File: src/rtl/i2c_multi_arb.sv
// Multi-master I2C bus combiner: wired-AND bus lines, bitwise arbitration,
// single-address match and byte capture with abort/error reporting.
module i2c_multi_arb #(
  parameter int                NUM_M      = 2,
  parameter int                ADDR_W     = 7,
  parameter int                DATA_W     = 8,
  parameter logic [ADDR_W-1:0] SLAVE_ADDR = 7'b1010101,
  parameter int                PRIO_MODE  = 0
) (
  input  logic              clk,
  input  logic              reset,
  input  logic [NUM_M-1:0]  sda_in,
  input  logic [NUM_M-1:0]  scl_in,
  output logic              scl,
  output logic              sda,
  output logic [NUM_M-1:0]  grant,
  output logic [NUM_M-1:0]  lost,
  output logic              busy,
  output logic [ADDR_W-1:0] addr_out,
  output logic              rw_out,
  output logic [DATA_W-1:0] data_out,
  output logic              data_valid,
  output logic              addr_err,
  output logic              abort
);
  localparam int IDX_W = $clog2(NUM_M);
  localparam int CNT_W = $clog2(((ADDR_W > DATA_W) ? ADDR_W : DATA_W) + 1);

  typedef enum logic [2:0] {
    S_IDLE, S_ADDR, S_ADDR_ACK, S_DATA, S_DATA_ACK, S_WAIT_STOP
  } state_t;

  state_t             r_state;
  logic [NUM_M-1:0]   r_mask;
  logic [CNT_W-1:0]   r_cnt;
  logic [ADDR_W:0]    r_addr_sr;
  logic [DATA_W-2:0]  r_data_sr;
  logic [IDX_W-1:0]   r_last;
  logic               r_scl_q;
  logic               r_sda_q;

  logic               w_rise;
  logic               w_start;
  logic               w_stop;
  logic [NUM_M-1:0]   w_lose;
  logic [DATA_W-1:0]  w_byte;
  logic [NUM_M-1:0]   w_pick;
  logic               w_found;
  logic [IDX_W-1:0]   w_idx;
  logic [IDX_W-1:0]   w_mask_idx;

  assign scl     = &(scl_in | ~r_mask);
  assign sda     = &(sda_in | ~r_mask);
  assign w_rise  = scl & ~r_scl_q;
  assign w_start = scl & r_scl_q & r_sda_q & ~sda;
  assign w_stop  = scl & r_scl_q & ~r_sda_q & sda;
  assign w_lose  = r_mask & sda_in & {NUM_M{~sda}};
  assign w_byte  = {r_data_sr, sda};
  assign grant   = r_mask;

  // Tie winner search: fixed order from 0, or rotating from one past the last winner.
  always_comb begin
    w_pick     = '0;
    w_found    = 1'b0;
    w_idx      = '0;
    w_mask_idx = '0;
    for (int unsigned k = 0; k < NUM_M; k++) begin
      if (PRIO_MODE == 0) w_idx = IDX_W'(k);
      else                w_idx = IDX_W'((32'(r_last) + k + 1) % NUM_M);
      if (!w_found && r_mask[w_idx]) begin
        w_found       = 1'b1;
        w_pick[w_idx] = 1'b1;
      end
      if (r_mask[IDX_W'(k)]) w_mask_idx = IDX_W'(k);
    end
  end

  always_ff @(posedge clk or negedge reset) begin
    if (!reset) begin
      r_state    <= S_IDLE;
      r_mask     <= '1;
      r_cnt      <= '0;
      r_addr_sr  <= '0;
      r_data_sr  <= '0;
      r_last     <= IDX_W'(NUM_M - 1);
      r_scl_q    <= 1'b1;
      r_sda_q    <= 1'b1;
      busy       <= 1'b0;
      lost       <= '0;
      addr_out   <= '0;
      rw_out     <= 1'b0;
      data_out   <= '0;
      data_valid <= 1'b0;
      addr_err   <= 1'b0;
      abort      <= 1'b0;
    end else begin
      r_scl_q    <= scl;
      r_sda_q    <= sda;
      lost       <= '0;
      data_valid <= 1'b0;
      addr_err   <= 1'b0;
      abort      <= 1'b0;
      // STOP/START override the per-state edge handling; WAIT_STOP only honours STOP.
      if (r_state != S_IDLE && w_stop) begin
        r_state <= S_IDLE;
        busy    <= 1'b0;
        r_mask  <= '1;
        if (r_state == S_ADDR || (r_state == S_DATA && r_cnt != CNT_W'(DATA_W - 1)))
          abort <= 1'b1;
        if ($onehot(r_mask)) r_last <= w_mask_idx;
      end else if (r_state != S_IDLE && r_state != S_WAIT_STOP && w_start) begin
        r_state <= S_ADDR;
        r_cnt   <= CNT_W'(ADDR_W);
      end else begin
        case (r_state)
          S_IDLE: if (w_start) begin
            r_mask  <= ~sda_in;
            busy    <= 1'b1;
            r_cnt   <= CNT_W'(ADDR_W);
            r_state <= S_ADDR;
          end
          S_ADDR: if (w_rise) begin
            r_addr_sr <= {r_addr_sr[ADDR_W-1:0], sda};
            r_mask    <= r_mask & ~w_lose;
            lost      <= w_lose;
            if (r_cnt == '0) r_state <= S_ADDR_ACK;
            else             r_cnt   <= r_cnt - 1'b1;
          end
          S_ADDR_ACK: if (w_rise) begin
            if (r_addr_sr[ADDR_W:1] == SLAVE_ADDR) begin
              addr_out <= r_addr_sr[ADDR_W:1];
              rw_out   <= r_addr_sr[0];
              r_cnt    <= CNT_W'(DATA_W - 1);
              r_state  <= S_DATA;
              if (!$onehot0(r_mask)) begin
                r_mask <= w_pick;
                lost   <= r_mask & ~w_pick;
              end
            end else begin
              addr_err <= 1'b1;
              r_state  <= S_WAIT_STOP;
            end
          end
          S_DATA: if (w_rise) begin
            r_data_sr <= w_byte[DATA_W-2:0];
            r_mask    <= r_mask & ~w_lose;
            lost      <= w_lose;
            if (r_cnt == '0) begin
              data_out   <= w_byte;
              data_valid <= 1'b1;
              r_state    <= S_DATA_ACK;
            end else begin
              r_cnt <= r_cnt - 1'b1;
            end
          end
          S_DATA_ACK: if (w_rise) begin
            r_cnt   <= CNT_W'(DATA_W - 1);
            r_state <= S_DATA;
          end
          default: ;
        endcase
      end
    end
  end
endmodule

File: config.mk
export PLATFORM = sky130hd
export DESIGN_NAME = i2c_multi_arb
export DESIGN_NICKNAME = d
export VERILOG_FILES = /design/src/rtl/i2c_multi_arb.sv
export SDC_FILE = /design/constraint.sdc
export NUM_CORES = 1
export LEC_CHECK = 0
export ABC_AREA = 1
export CAP_MARGIN = 20
export CELL_PAD_IN_SITES_DETAIL_PLACEMENT = 2
export CELL_PAD_IN_SITES_GLOBAL_PLACEMENT = 2
export CORE_ASPECT_RATIO = 0.6
export CORE_MARGIN = 2
export CORE_UTILIZATION = 29
export DETAILED_ROUTE_END_ITERATION = 6
export PLACE_DENSITY = 0.73
export SYNTH_ARGS = -nofsm -noshare
export SYNTH_HDL_FRONTEND = slang
export SYNTH_SLANG_ARGS = --single-unit
File: constraint.sdc
create_clock -name clk -period 1.61 [get_ports clk]
set_input_delay 0.161 -clock clk [delete_from_list [all_inputs] [get_ports clk]]
set_output_delay 0.161 -clock clk [all_outputs]
set_load 0.03 [all_outputs]
### Word-level counts from Yosys, hierarchy flattened

Index checks and enable logic that the tools add are counted.

* divide/modulo/power cells: 0
* mux-type cells: 53
* magnitude comparators: 1
* bitwise logic cells: 21
* shifts and indexed selects: 0
* $mul: 0
* equality and inequality tests: 26
* add/subtract/negate cells: 2
* reductions and logical operators: 26

Operator list (count)
* 3-bit 2-to-1 mux: 10
* 3-bit != test (second input constant): 10
* 2-bit 2-to-1 mux: 14
* 4-bit 2-to-1 mux: 7
* 1-bit 2-to-1 mux: 18
* 4-bit case mux with 4 select lines: 1
* 8-bit AND reduction: 2
* 3-bit case mux with 5 select lines: 1
* 4-bit by 3-bit != test with 1-bit output (second input constant): 3
* 4-bit != test (second input constant): 3
* 5-bit AND reduction: 2
* 2-bit AND: 4
* 4-bit by 2-bit != test with 1-bit output (second input constant): 2
* 2-bit NOT: 4
* 4-bit AND reduction: 2
* 7-bit == test (second input constant): 1
* 7-bit AND reduction: 1
* 7-bit nonzero test: 1
* 1-bit AND: 6
* 3-bit by 2-bit == test with 1-bit output (second input constant): 2
* 3-bit by 1-bit != test with 1-bit output (second input constant): 2
* 2-bit case mux with 3 select lines: 1
* 1-bit logical AND: 5
* 1-bit NOT: 5
* other kinds (19): 22

* memory bits (read-only): 0
* input bits: 6
* bits in latches: 0
* output and inout port bits: 26
* memories: 0
* bits in registers: 48
* memory bits (writable): 0
* logic and storage cells: 144

### Logic depth before layout (Yosys ltp)

Gate-level depths: netlist of the first run.

* word-level depth: 12
* gate-level depth with buffers: 12
* mapped depth without buffers: 12

### Worst setup path before layout of the first run

OpenSTA, ideal clock, no wires.

* path type: register to register
* from: reg r_mask[0] (netlist: grant[0])
* to: reg r_cnt[3]
* path buffers: 0
* setup slack: -23 ps
* cell stages (with the launch flop): 10
* clock period less this slack: 1633 ps
* setup time: 118 ps
* required time: 1492 ps
* arrival: 1515 ps
* cell sequence: dfstp_2 nand2_1 nand3_4 inv_2 nand3_4 inv_1 nor2_4 nand3_2 nand2_1 nand2_1

* cells in the longest elaborated chain, start to end: 9

Ends and longest elaborated chain
* start: declaration: RTL line 34 `logic [NUM_M-1:0] r_mask;`
* start signal: assignment: RTL line 117 `r_mask <= ~sda_in;`
* start signal: assignment: RTL line 124 `r_mask <= r_mask & ~w_lose;`
* start signal: assignment: RTL line 136 `r_mask <= w_pick;`
* 2-bit NOT *: RTL line 52, 53
* 2-bit OR: RTL line 52 `assign scl = &(scl_in | ~r_mask);`
* 2-bit AND reduction: RTL line 52
* 1-bit AND: RTL line 55, 56
* 1-bit AND, on equally long branches (2 in series): RTL line 55, 56
* 1-bit logical AND, on equally long branches: RTL line 111, 104
* 3-bit != test (no source line) (tied with other cells)
* 8-bit AND reduction (no source line)
* end signal: assignment: RTL line 113 `r_cnt <= CNT_W'(ADDR_W);`
* end signal: assignment: RTL line 119 `r_cnt <= CNT_W'(ADDR_W);`
* end signal: assignment: RTL line 127 `else r_cnt <= r_cnt - 1'b1;`
* end: declaration: RTL line 35 `logic [CNT_W-1:0] r_cnt;`

Every way passes the cells marked *; elsewhere a longest branch is shown, timed or not.
A chain may end at the register's enable or synchronous reset.

### Final worst setup path of the first run

* from: reg r_mask[1] (netlist: grant[1])
* to: reg r_state[1]

* cells in the longest elaborated chain, start to end: 9

Ends and longest elaborated chain
* 2-bit NOT *: RTL line 52, 53
* 2-bit OR: RTL line 52
* 2-bit AND reduction: RTL line 52
* 1-bit AND: RTL line 55, 56
* 1-bit AND, on equally long branches (2 in series): RTL line 56, 55
* 1-bit logical AND, on equally long branches: RTL line 104, 111
* 4-bit by 2-bit != test with 1-bit output (no source line) (tied with other cells)
* 8-bit AND reduction (no source line) / 3-bit 2-to-1 mux (equally long branches)
* end signal: assignment: RTL line 105 `r_state <= S_IDLE;`
* end signal: assignment: RTL line 112 `r_state <= S_ADDR;`
* end signal: assignment: RTL line 120 `r_state <= S_ADDR;`
* end: declaration: RTL line 33 `state_t r_state;`

Marks and branches as above.

==> flow_summary.toml, run 1 <==
[die]
die-area_um2 = 8740
die_height_um = 73.2
core-area_um2 = 7820
ioPinCount = 32
dieWidth_um = 119
start_util_pct = 29.6
fp-row-count = 25

[sta]
max_slew_margin_pct = 69.6
hold_violations = 0
min_period_ns = 1.61
fin_tns_setup_ns = -0.000801
rsz0062_at_grt = "true"
finalSetupViolations = 1
finalCritPeriodShare_pct = 100
worst_slew_pin_slew_ns = 0.456
fin_ws_ns = -0.000801
final_max_slew_viol_count = 0
fmax_mhz = 621
fin_skew_ns = 0.00561

[routing]
routed_wl_mm = 7.73
final_antenna_net_count = 0
via_per_inst = 4.60
dr.first_iter.drc_count = 94
firstDrtPassIters = 4
vias = 2086
avgRoutedWirePerCell_um = 17.1
drc = 0

[pwr]
finalPower_w = 0.00677
clkPwrFrac_pct = 19.9
p_sw_w = 0.00286
p_per_area_nw_per_um2 = 2030
ir_drop_mv = 0.488
comb_power_share_pct = 52.9
power.leakage_nw = 1.68
seq_power_share_pct = 27.3
p_sw_share_pct = 42.3
intPower_w = 0.00390

[setup_path]
crit_chain = "nand2_2 -> nand2_4 -> nand2_4 -> nor2_8 -> nand2_4 -> nand2_2 -> inv_2 -> o21ai_2 -> nand2_2 -> nand2_1 -> nand2_1"
cp.arrival_ns = 1.80
crit_start = "grant[1]"
critPathTopFamily = "simple AND/OR/NAND/NOR gates"
slowest_stage = "dfstp_2"
cp-end-kind = "flop"
max_stage_delay_ns = 0.57
startpoint_type = "flop"
cp_num_buf_inv = 1
reg2reg_from = "grant[1]"
required_ns = 1.80
critPathMaxFanout = 5
reg2reg_slack_ns = -0.0008
crit_type = "reg2reg"

[clock_tree]
cts.sinks = 48
clockRootBuffer = "clkbuf_16"
insertion_delay_ns = 0.29
clockBufferDepth = 2
cts_buffers = 5
cts_tree = "yes"
clk_pin_slew_ns = 0.07
cts.htree.levels = 2

[global_routing]
grt-ovfl-total = 0
first_global_vias = 2243
grt_pass1_wl_mm = 12.4
grt_usage_pct = 18.8
antenna_found_initial = 0
grt_max_degree = 24

[logic_synthesis]
syn_area_per_cell_um2 = 8.67
ys_seq_elements = 48
yosysTopAreaCell = "dfrtp_1"
ys_warn_count = 0
synth_top_area_share_pct = 47.6
synth_edf_count = 0
synth_seq_area_share_pct = 52.1
synth_nets = 275
yosysMostFrequentCell = "nand2_1"
synthCells = 267
async_reset_ff_share_pct = 100
ys_top_cells_by_count = "nand2_1, dfrtp_1, inv_1, o21ai_0, nand3_1"
synthFlopType = "dfrtp_1"
syn_area_um2 = 2310
ys_types = 29
ys_top_cells_by_area = "dfrtp_1, nand2_1, inv_1"

[run_status]
violations = "negative setup slack"
outcome = "finished with violations"

[final_layout]
final_cells = 453
antennaDiodeCount = 0
syn_to_final_growth_pct = 44.2
layout-drive-gt1-share_pct = 31.9
final_nets = 353
final_core_util_pct = 42.7

[run]
maxCapViolCount = 0

[placement]
portBuffers = 31
dp_cells = 439
place_ws_ns = -0.263
routabilityCongestion = 0.742
dpl.hpwl_mm = 5.83

[worst_hold_path]
hold_path.class = "in2async"
[metal layers]
layer | share of wire, % | track usage, % | vias to the layer above
met5 | 0 | 0 | -
li1 | - | - | 1004
met4 | 1.1 | 5.10 | 0
met3 | 2.6 | 3.20 | 8
met2 | 45 | 29.4 | 29
met1 | 51 | 27.0 | 1045
[area by class of cell]
| cell class | instances | area [um^2] |
|---|---|---|
| Clock inverter | 2 | 60.1 |
| Tap cell | 108 | 135 |
| Sequential cell | 48 | 1210 |
| Inverter | 41 | 154 |
| Timing Repair Buffer | 73 | 646 |
| Multi-Input combinational cell | 176 | 1010 |
| Fill cell | 854 | 4480 |
| Clock buffer | 5 | 125 |
[worst register-to-register path, stage by stage, from the launching register on]
cell and delay [ns]:
dfstp_2 0.57, nand2_2 0.07, nand2_4 0.10, nand2_4 0.07, nor2_8 0.18, nand2_4 0.09
nand2_2 0.07, inv_2 0.05, o21ai_2 0.06, nand2_2 0.11, nand2_1 0.07, nand2_1 0.05
[registers in the layout, indices dropped and copies added (netlist names)]
| name | flops |
|---|---|
| r_scl_q | 1 |
| lost | 2 |
| r_cnt | 4 |
| data_out | 8 |
| addr_err | 1 |
| grant | 2 |
| r_state | 3 |
| busy | 1 |
| rw_out | 1 |
| addr_out | 7 |
| data_valid | 1 |
| r_data_sr | 7 |
| abort | 1 |
| r_addr_sr | 8 |
| r_sda_q | 1 |
[power groups by stage]
stage	Combinational (W)	Sequential (W)	Clock (W)
after floorplan	0.00172	0.00200	0
after global placement	0.00314	0.00185	0
after detailed placement	0.00329	0.00188	0
after CTS	0.00339	0.00185	0.00138
after global routing	0.00393	0.00189	0.00143
final	0.00358	0.00184	0.00134
[cells by family (layout without fill, tap and decap cells)]
kind of cell / count (synthesis) / after routing / synth area share, %
simple gates: 140 / 140 / 31.0
compound gates: 33 / 33 / 8.38
flops: 48 / 48 / 52.1
fa+ha+maj: 2 / 2 / 1.08
buf+inv: 43 / 121 / 7.08
xor+xnor: 1 / 1 / 0.378
[layout by cell type (no fill, tap or decap), drive strengths merged, types with 2 or more instances in the layout]
cell,n
clkbuf,5
dfstp,4
ha,2
o21ai,28
or2,5
clkdlybuf4s50,26
buf,44
nand2,82
nand4,9
nor2,20
nor3,2
bufinv,2
nand3,21
inv,41
a21oi,2
dfrtp,44
[repair_timing]
action	CTS	global route
resized for setup	8	15
hold endpoints to repair	14	0
hold buffers	1	0
endpoints found under the setup margin	14	16
pin swaps	2	4
cloned	0	0
buffers inserted	1	5
[stage by stage]
step / hold slack [ns] / instance area (um^2)
finish: 0.347 / 3340
global route: 0.391 / 3340
CTS: 0.354 / 3270
detailed placement: 0.137 / 3040
global placement: 0.123 / 3040
floorplan: -0.135 / 2330
[final timing paths]
path	end	cells after the start
max	r_state[1]	11
min	r_data_sr[4]	2
max reg2reg	r_state[1]	11
min reg2reg	addr_out[4]	1
max in group asynchronous	grant[1]	3
min in group clk	addr_out[4]	1
Note: power is estimated with default switching activity, not from simulation.
==> run 2: changes to the inputs <==
CTS_CLUSTER_DIAMETER = 50   (was not set)
PLACE_DENSITY = not set   (was 0.73)
PLACE_DENSITY_LB_ADDON = 0.05   (was not set)
SLEW_MARGIN = 20   (was not set)
==> flow_summary.toml, run 2 (synthesis gave the netlist of run 1 again) <==
[run_status]
outcome = "finished with violations"
violations = "negative setup slack"

[setup_path]
required_ns = 1.80
critPathMaxFanout = 6
cp-end-kind = "flop"
cp.arrival_ns = 1.86
crit_type = "reg2reg"
startpoint_type = "flop"

[global_routing]
grt_util_met3_pct = 3.75
grt_pass1_wl_mm = 12.1
use_met1_pct = 26.6
grt_usage_pct = 18.0
grt-busiest-layer = "met2"
first_global_vias = 2255
grt.met2_usage_pct = 28.0
grt_max_degree = 49
antenna_found_initial = 0
grt-ovfl-total = 0

[die]
ioPinCount = 32
dieWidth_um = 119
die-area_um2 = 8740
start_util_pct = 29.6
core-area_um2 = 7820
die_height_um = 73.2
fp-row-count = 25

[final_layout]
layout_common_cells = "nand2_1, dfrtp_1, buf_4, inv_1, clkdlybuf4s50_1"
final_core_util_pct = 43.6
layout-drive-gt1-share_pct = 34.0
final_nets = 357
antennaDiodeCount = 0
syn_to_final_growth_pct = 47.3
final_area_um2 = 3410
num-fill-cells = 861
mostFrequentLayoutCell = "nand2_1"
top_regs = "data_out: 8 flops, r_addr_sr: 8 flops"

[routing]
dr.first_iter.drc_count = 69
avgRoutedWirePerCell_um = 16.7
vias = 2114
firstDrtPassIters = 5
routed_wl_mm = 7.65
final_antenna_net_count = 0
drc = 0
via_per_inst = 4.62

[sta]
fmax_mhz = 598
final_max_slew_viol_count = 0
hold_violations = 0
finalCritPeriodShare_pct = 104
finalSetupViolations = 7
fin_ws_ns = -0.0614
worst_slew_pin_slew_ns = 0.335
rsz0062_at_grt = "true"
min_period_ns = 1.67
fin_tns_setup_ns = -0.360
fin_skew_ns = 0.00441
max_slew_margin_pct = 77.6

[clock_tree]
clk_pin_slew_ns = 0.07
insertion_delay_ns = 0.29
cts.sinks = 48
cts.htree.levels = 2
clockRootBuffer = "clkbuf_16"
cts_tree = "yes"
cts_buffers = 5
clockBufferDepth = 2

[placement]
place_ws_ns = -0.213
placed_cell_area_um2 = 3070
dpl.hpwl_mm = 5.40
routabilityCongestion = 0.803
portBuffers = 31

[pwr]
ir_drop_mv = 0.714
finalPower_w = 0.00680
p_per_area_nw_per_um2 = 1990
power.leakage_nw = 1.72

[worst_hold_path]
hold_path.class = "in2async"

[run]
maxCapViolCount = 0
==> run 2: repair_timing <==
action | CTS | global route
setup endpoints to repair | 16 | 24
resized for setup | 13 | 25
endpoints found under the hold margin | 44 | 0
hold buffers | 1 | 0
buffers inserted | 6 | 4
pin swaps | 5 | 7
==> run 2: final cells by class <==
class	instances	area, um^2	area share, %
multi-input cells	176	1050	30.9
flip-flops and latches	48	1210	35.4
clock inverters	2	17.5	0.514
repair buffers	77	703	20.6
well taps	108	135	3.96
inverters	41	154	4.51
clock buffers	6	139	4.07
==> run 2: critical path: stages (launching register included) <==
cell and delay [ns]:
dfstp_2 0.61, nand2_2 0.09, nand2_4 0.10, nand2_4 0.07, nor2_8 0.17, nor2_2 0.07, nor2_4 0.18, nand3_4 0.14
nand2_1 0.09, nand2_1 0.05
==> run 2: where the power goes <==
part | leakage, nW | total [W] | switching [W] | internal (W)
clock | 0.0779 | 0.00114 | 0.000512 | 0.000632
combinational | 1.05 | 0.00376 | 0.00221 | 0.00155
sequential | 0.594 | 0.00189 | 0.000284 | 0.00161
==> run 2: path summary, 6_finish.rpt <==
path	to	slack, ns	cells after the start	startpoint
min in group clk	addr_out[4]	0.47	1	addr_out[4]
max in group asynchronous	r_sda_q	0.94	3	reset
hold / removal	abort	0.38	3	reset
hold reg to reg	addr_out[4]	0.47	1	addr_out[4]
setup reg to reg	r_cnt[0]	-0.06	9	grant[1]
setup / recovery	r_cnt[0]	-0.06	9	grant[1]
==> run 2: metal layers <==
| layer | vias up | wire, um |
|---|---|---|
| met2 | 29 | 3420 |
| met1 | 1065 | 3990 |
| met4 | 0 | 50 |
| met5 | - | 0 |
| li1 | 1014 | - |
| met3 | 6 | 194 |
==> run 2: metrics by stage <==
step,hold WS [ns],std cells
5_1_grt,0.425,458
4_1_cts,0.404,454
3_3_place_gp,0.175,439
6_report,0.382,458
2_1_floorplan,-0.135,267
3_5_place_dp,0.175,439
